==> config.mk <==
export PLATFORM = sky130hd
export DESIGN_NAME = load_store_unit
export DESIGN_NICKNAME = d
export VERILOG_FILES = /design/src/rtl/load_store_unit.sv
export SDC_FILE = /design/constraint.sdc
export NUM_CORES = 1
export LEC_CHECK = 0
export ABC_CLOCK_PERIOD_IN_PS = 3100
export CAP_MARGIN = 20
export CELL_PAD_IN_SITES_DETAIL_PLACEMENT = 0
export CELL_PAD_IN_SITES_GLOBAL_PLACEMENT = 1
export CORE_MARGIN = 2
export CORE_UTILIZATION = 37
export CTS_BUF_LIST = sky130_fd_sc_hd__clkbuf_4 sky130_fd_sc_hd__clkbuf_8
export DETAILED_ROUTE_END_ITERATION = 10
export GPL_ROUTABILITY_DRIVEN = 0
export PLACE_DENSITY_LB_ADDON = 0.08
export SKIP_LAST_GASP = 1
export SLEW_MARGIN = 0
export SYNTH_ARGS = -nofsm -noshare
export SYNTH_HDL_FRONTEND = slang
export SYNTH_SLANG_ARGS = --single-unit
==> constraint.sdc <==
create_clock -name CLK -period 3.1 [get_ports CLK]
set_clock_uncertainty 0.2 [all_clocks]
set_input_delay 0.465 -clock CLK [delete_from_list [all_inputs] [get_ports CLK]]
set_output_delay 0.465 -clock CLK [all_outputs]
set_load 0.01 [all_outputs]
==> src/rtl/load_store_unit.sv <==
// Load/store unit: byte/half/word loads and stores to a word-only memory.
// Ports: CLK/RST, Req_* request handshake, Resp_* response handshake,
//        *_memory word-indexed memory interface (asynchronous read).
module load_store_unit #(
   parameter int Data_Width    = 32,
   parameter int Address_Width = 32,
   parameter int Mem_Depth     = 100
) (
   input  logic                     CLK,
   input  logic                     RST,
   input  logic                     Req_Valid,
   output logic                     Req_Ready,
   input  logic                     Req_Write,
   input  logic [1:0]               Req_Size,
   input  logic                     Req_Unsigned,
   input  logic [Address_Width-1:0] Req_Address,
   input  logic [Data_Width-1:0]    Req_Wdata,
   output logic                     Resp_Valid,
   input  logic                     Resp_Ready,
   output logic [Data_Width-1:0]    Resp_Rdata,
   output logic                     Resp_Error,
   output logic [Address_Width-1:0] Address_Data_memory,
   output logic [Data_Width-1:0]    Write_Data_memory,
   output logic                     Write_Enable_memory,
   input  logic [Data_Width-1:0]    Read_Data_memory
);

   localparam int DW = Data_Width;
   localparam int AW = Address_Width;

   typedef enum logic [1:0] {IDLE, READ, WRITE, RESP} state_t;

   state_t          state_q, state_d;
   logic            wr_q, wr_d;
   logic [1:0]      size_q, size_d;
   logic            uns_q, uns_d;
   logic [1:0]      lane_q, lane_d;
   logic [DW-1:0]   wdata_q, wdata_d;
   logic [DW-1:0]   rdata_q, rdata_d;
   logic            err_q, err_d;
   logic [AW-1:0]   idx_q, idx_d;
   logic [DW-1:0]   mwd_q, mwd_d;

   logic [AW-1:0]   req_idx;
   logic            req_bad;
   logic [7:0]      rd_b;
   logic [15:0]     rd_h;
   logic [DW-1:0]   ld_val;
   logic [DW-1:0]   merged;

   assign req_idx = Req_Address >> 2;

   always_comb begin
      req_bad = 1'b0;
      unique case (Req_Size)
         2'b00: req_bad = 1'b0;
         2'b01: req_bad = Req_Address[0];
         2'b10: req_bad = |Req_Address[1:0];
         default: req_bad = 1'b1;
      endcase
      if (req_idx >= AW'(Mem_Depth)) req_bad = 1'b1;
   end

   // Lane extraction and extension of the word read back from memory.
   always_comb begin
      rd_b = Read_Data_memory[8*int'(lane_q) +: 8];
      rd_h = Read_Data_memory[16*int'(lane_q[1]) +: 16];
      unique case (size_q)
         2'b00: ld_val = {{(DW-8){~uns_q & rd_b[7]}}, rd_b};
         2'b01: ld_val = {{(DW-16){~uns_q & rd_h[15]}}, rd_h};
         default: ld_val = Read_Data_memory;
      endcase
   end

   // Sub-word store: overwrite only the addressed lane(s).
   always_comb begin
      merged = Read_Data_memory;
      unique case (size_q)
         2'b00: merged[8*int'(lane_q) +: 8] = wdata_q[7:0];
         2'b01: merged[16*int'(lane_q[1]) +: 16] = wdata_q[15:0];
         default: merged = wdata_q;
      endcase
   end

   always_comb begin
      state_d = state_q;
      wr_d    = wr_q;
      size_d  = size_q;
      uns_d   = uns_q;
      lane_d  = lane_q;
      wdata_d = wdata_q;
      rdata_d = rdata_q;
      err_d   = err_q;
      idx_d   = idx_q;
      mwd_d   = mwd_q;
      unique case (state_q)
         IDLE: begin
            if (Req_Valid) begin
               wr_d    = Req_Write;
               size_d  = Req_Size;
               uns_d   = Req_Unsigned;
               lane_d  = Req_Address[1:0];
               wdata_d = Req_Wdata;
               rdata_d = '0;
               err_d   = req_bad;
               if (req_bad) begin
                  state_d = RESP;
               end else begin
                  // Memory index only moves when memory is actually used.
                  idx_d = req_idx;
                  if (Req_Write && Req_Size == 2'b10) begin
                     mwd_d   = Req_Wdata;
                     state_d = WRITE;
                  end else begin
                     state_d = READ;
                  end
               end
            end
         end
         READ: begin
            if (wr_q) begin
               mwd_d   = merged;
               state_d = WRITE;
            end else begin
               rdata_d = ld_val;
               state_d = RESP;
            end
         end
         WRITE: state_d = RESP;
         RESP: begin
            if (Resp_Ready) state_d = IDLE;
         end
         default: state_d = IDLE;
      endcase
   end

   always_ff @(posedge CLK or negedge RST) begin
      if (!RST) begin
         state_q <= IDLE;
         wr_q    <= 1'b0;
         size_q  <= 2'b00;
         uns_q   <= 1'b0;
         lane_q  <= 2'b00;
         wdata_q <= '0;
         rdata_q <= '0;
         err_q   <= 1'b0;
         idx_q   <= '0;
         mwd_q   <= '0;
      end else begin
         state_q <= state_d;
         wr_q    <= wr_d;
         size_q  <= size_d;
         uns_q   <= uns_d;
         lane_q  <= lane_d;
         wdata_q <= wdata_d;
         rdata_q <= rdata_d;
         err_q   <= err_d;
         idx_q   <= idx_d;
         mwd_q   <= mwd_d;
      end
   end

   assign Req_Ready           = (state_q == IDLE);
   assign Resp_Valid          = (state_q == RESP);
   assign Write_Enable_memory = (state_q == WRITE);
   assign Resp_Rdata          = rdata_q;
   assign Resp_Error          = err_q;
   assign Address_Data_memory = idx_q;
   assign Write_Data_memory   = mwd_q;

endmodule

==> results of run 1 <==
==> timing repair <==
action                    CTS  global route
buffers inserted            0             0
hold endpoints to repair   65             0
hold buffers                1             0
==> synthesized netlist by cell type (all sizes together) (6+ instances only) <==
| cell | n |
|---|---|
| nand3 | 11 |
| o31ai | 7 |
| mux2i | 8 |
| a22o | 9 |
| a21oi | 14 |
| a21o | 8 |
| nor3 | 6 |
| nand2 | 56 |
| buf | 22 |
| nor3b | 8 |
| a221oi | 26 |
| o21ai | 21 |
| clkbuf | 25 |
| ha | 9 |
| nor2 | 46 |
| a221o | 23 |
| dfrtp | 135 |
| o22ai | 8 |
| nor4 | 6 |
| o311ai | 8 |
| inv | 25 |
| a31oi | 8 |
| nor2b | 26 |
| a22oi | 8 |
| o211ai | 9 |
| mux2 | 69 |
==> routing by layer <==
metal	routed length, um	up-vias	GRT usage	part of all wire
met3	1816	33	0.07459	0.082
met5	0	-	0	0
met4	498	0	0.07762	0.023
met2	10340	245	0.3627	0.47
met1	9475	2884	0.3014	0.43
li1	-	2685	-	-
==> through the flow <==
stage / cells / power, W
after floorplan: 624 / 0.005316
after global routing: 1064 / 0.009026
after detailed placement: 1030 / 0.007026
after global placement: 1030 / 0.006933
after CTS: 1063 / 0.008477
final: 1064 / 0.008455
==> worst max-delay path, delay by kind of cell, from the launching register on <==
kind            cells  cell delay (ns)
compound gates      1             0.31
fa+ha+maj           1             0.21
buf+inv             1             0.09
flops               1             0.42
simple gates        3             1.52
==> flip-flops by register name (all words and copies together) (netlist names) <==
signal,count
Address_Data_memory,30
size_q,2
Write_Data_memory,32
uns_q,1
wr_q,1
wdata_q,32
lane_q,2
Resp_Error,1
state_q,2
Resp_Rdata,32
==> worst min-delay path by stage <==
stage,startpoint,end,depth (start not counted)
after floorplan,RST,Address_Data_memory[0],0
after global placement,Resp_Rdata[8],Resp_Rdata[8],1
after detailed placement,Resp_Rdata[7],Resp_Rdata[7],2
after CTS,Resp_Rdata[7],Resp_Rdata[7],2
after global routing,Resp_Rdata[9],Resp_Rdata[9],1
final,Resp_Rdata[7],Resp_Rdata[7],2
==> cell families (layout without fill, tap and decap cells) <==
kind of cell,Yosys count,count (layout)
AOI/OAI and AO/OA,156,156
buffers and inverters,73,284
adders and majority gates,9,9
and+or+nand+nor,170,170
DFF,135,135
other,1,2
muxes,79,79
==> final cells by class <==
type	instances	share of cell area
multi-input combinational	416	0.3268
clock inverter	15	0.01524
sequential	135	0.3578
clock buffer	17	0.02477
inverter	26	0.01033
tap	229	0.03034
timing repair buffer	226	0.2346
==> report_power, final <==
| part | internal [W] | leakage [nW] | switching, W | total [W] |
|---|---|---|---|---|
| Sequential | 0.00236 | 1.70 | 0.000540 | 0.00290 |
| Clock | 0.000647 | 0.174 | 0.000775 | 0.00142 |
| Combinational | 0.00201 | 2.23 | 0.00213 | 0.00414 |
==> out/results.ini, run 1 <==
[drt]
finalWirelength_um = 22130
drc = 0
vias = 5847
dr.first_iter.drc_count = 429
detail_route.vias_per_cell = 5.495
antenna_left = 0
drt_pass1_iterations = 5
wl_per_cell_um = 20.80

[clocking]
clkTransAtPathRegs_ns = 0.08
cts_root_buf = clkbuf_8
clockBufferDepth = 2
clock_latency_ns = 0.45
cts_sinks = 135
tritoncts = built
cts_resized = 0
cts_made_buffers = 17
htree_num_levels = 4

[yosys]
synth-main-ff-cell = dfrtp_1
ys_ff_latch = 135
netlist_instances = 623
muxShareOfSynthArea = 0.1334
synth_cell_types = 52
synth.yosys.seq_area_share = 0.4997
async_flop_share = 1.000
synthAdderAreaFrac = 0.01666
syn_area_sq_mm = 0.006760
yosysWarnings = 0
synth_top_family_by_area = compound AO/OA/AOI/OAI gates
synth_edf_count = 0
avgSynthCellArea_sq_um = 10.85
yosysTopAreaCellShare = 0.4997
yosysTopAreaCell = dfrtp_1
yosys.area_share.simple = 0.1218
synth-xor-area-share = 0
synth-compound-area-share = 0.1808
synth_area_leaders = dfrtp_1 (50%), mux2_2 (11%), a221oi_1 (3.4%)

[placement]
dp_slack_ns = 0.006198
hpwl_um = 16620
io_buffers = 201
dpl_cell_area_sq_mm = 0.009036

[worst_setup_path]
r2r-start = state_q[1]
path_cells = inv_1, ha_2, nor2b_1, nand2_1, nor2_1, a221o_2
cp_slowest_cell = nor2_1
path_max_fanout = 16
critPathLaunch = state_q[1]
critPathMaxStageDelay_ns = 0.95
r2r_cells = 6
reg2reg_to = Resp_Rdata[27]
r2r_setup_slack_ns = 0.28
cp.arrival_ns = 3.01
crit_end = Resp_Rdata[27]
worstSetupPathType = reg -> reg
crit_required_ns = 3.29
critPathCaptureType = flop
start_kind = flop

[finish]
post-route-cell-area_sq_mm = 0.009444
final-seq-area_sq_mm = 0.003379
multiInputGateArea_sq_mm = 0.003087
area_growth_pct = 39.70
layout_commonest_cell = clkdlybuf4s50_1
layout_common_cells = clkdlybuf4s50_1 (200), dfrtp_1 (134), mux2_2 (69)
nets = 935
fillers = 1614
utilization = 0.5257
drive_gt1_frac = 0.1760
antenna_cells = 0

[global_route]
track_usage = 0.2304
overflow = 0
antenna_found_initial = 0
first_global_vias = 6078
grt_start_max_net_pins = 70
grt_pass1_wl_um = 34560

[floorplanning]
dieArea_sq_mm = 0.01937
num_io_pins = 204
rows = 49
core-area_sq_mm = 0.01796
start_util = 0.3763
dieHeight_um = 139.2
dieWidth_um = 139.2

[power_and_ir_drop]
peakVddDrop_mv = 0.3354
leakagePower_nw = 4.104
power_density_mw_per_mm2 = 895.3

[sta]
fin_crit_ns = 2.823
rsz0062_at_grt = false
tns_ns = 0
fmax_ghz = 0.3542
post-route-period-util = 0.9106
worst_slack_ns = 0.2770
slew_violations = 0
hold_slack_ns = 0.2775
hold_violations = 0
finalSetupViolations = 0
slew_headroom = 0.2526
worst_pin_slew_ns = 1.117

[flow_run]
cap_viol_max_count = 0

[worst_hold_path]
worstHoldPathType = reg -> reg

[outcome]
status = finished clean

No activity file was read; power rests on OpenSTA's default activity.
==> inputs of run 2 (changes only) <==
- HOLD_SLACK_MARGIN: unset -> 0.15
- SETUP_SLACK_MARGIN: unset -> 0.05
==> results of run 2 <==
Final layout, timing and power as in run 1 (identical DEF).
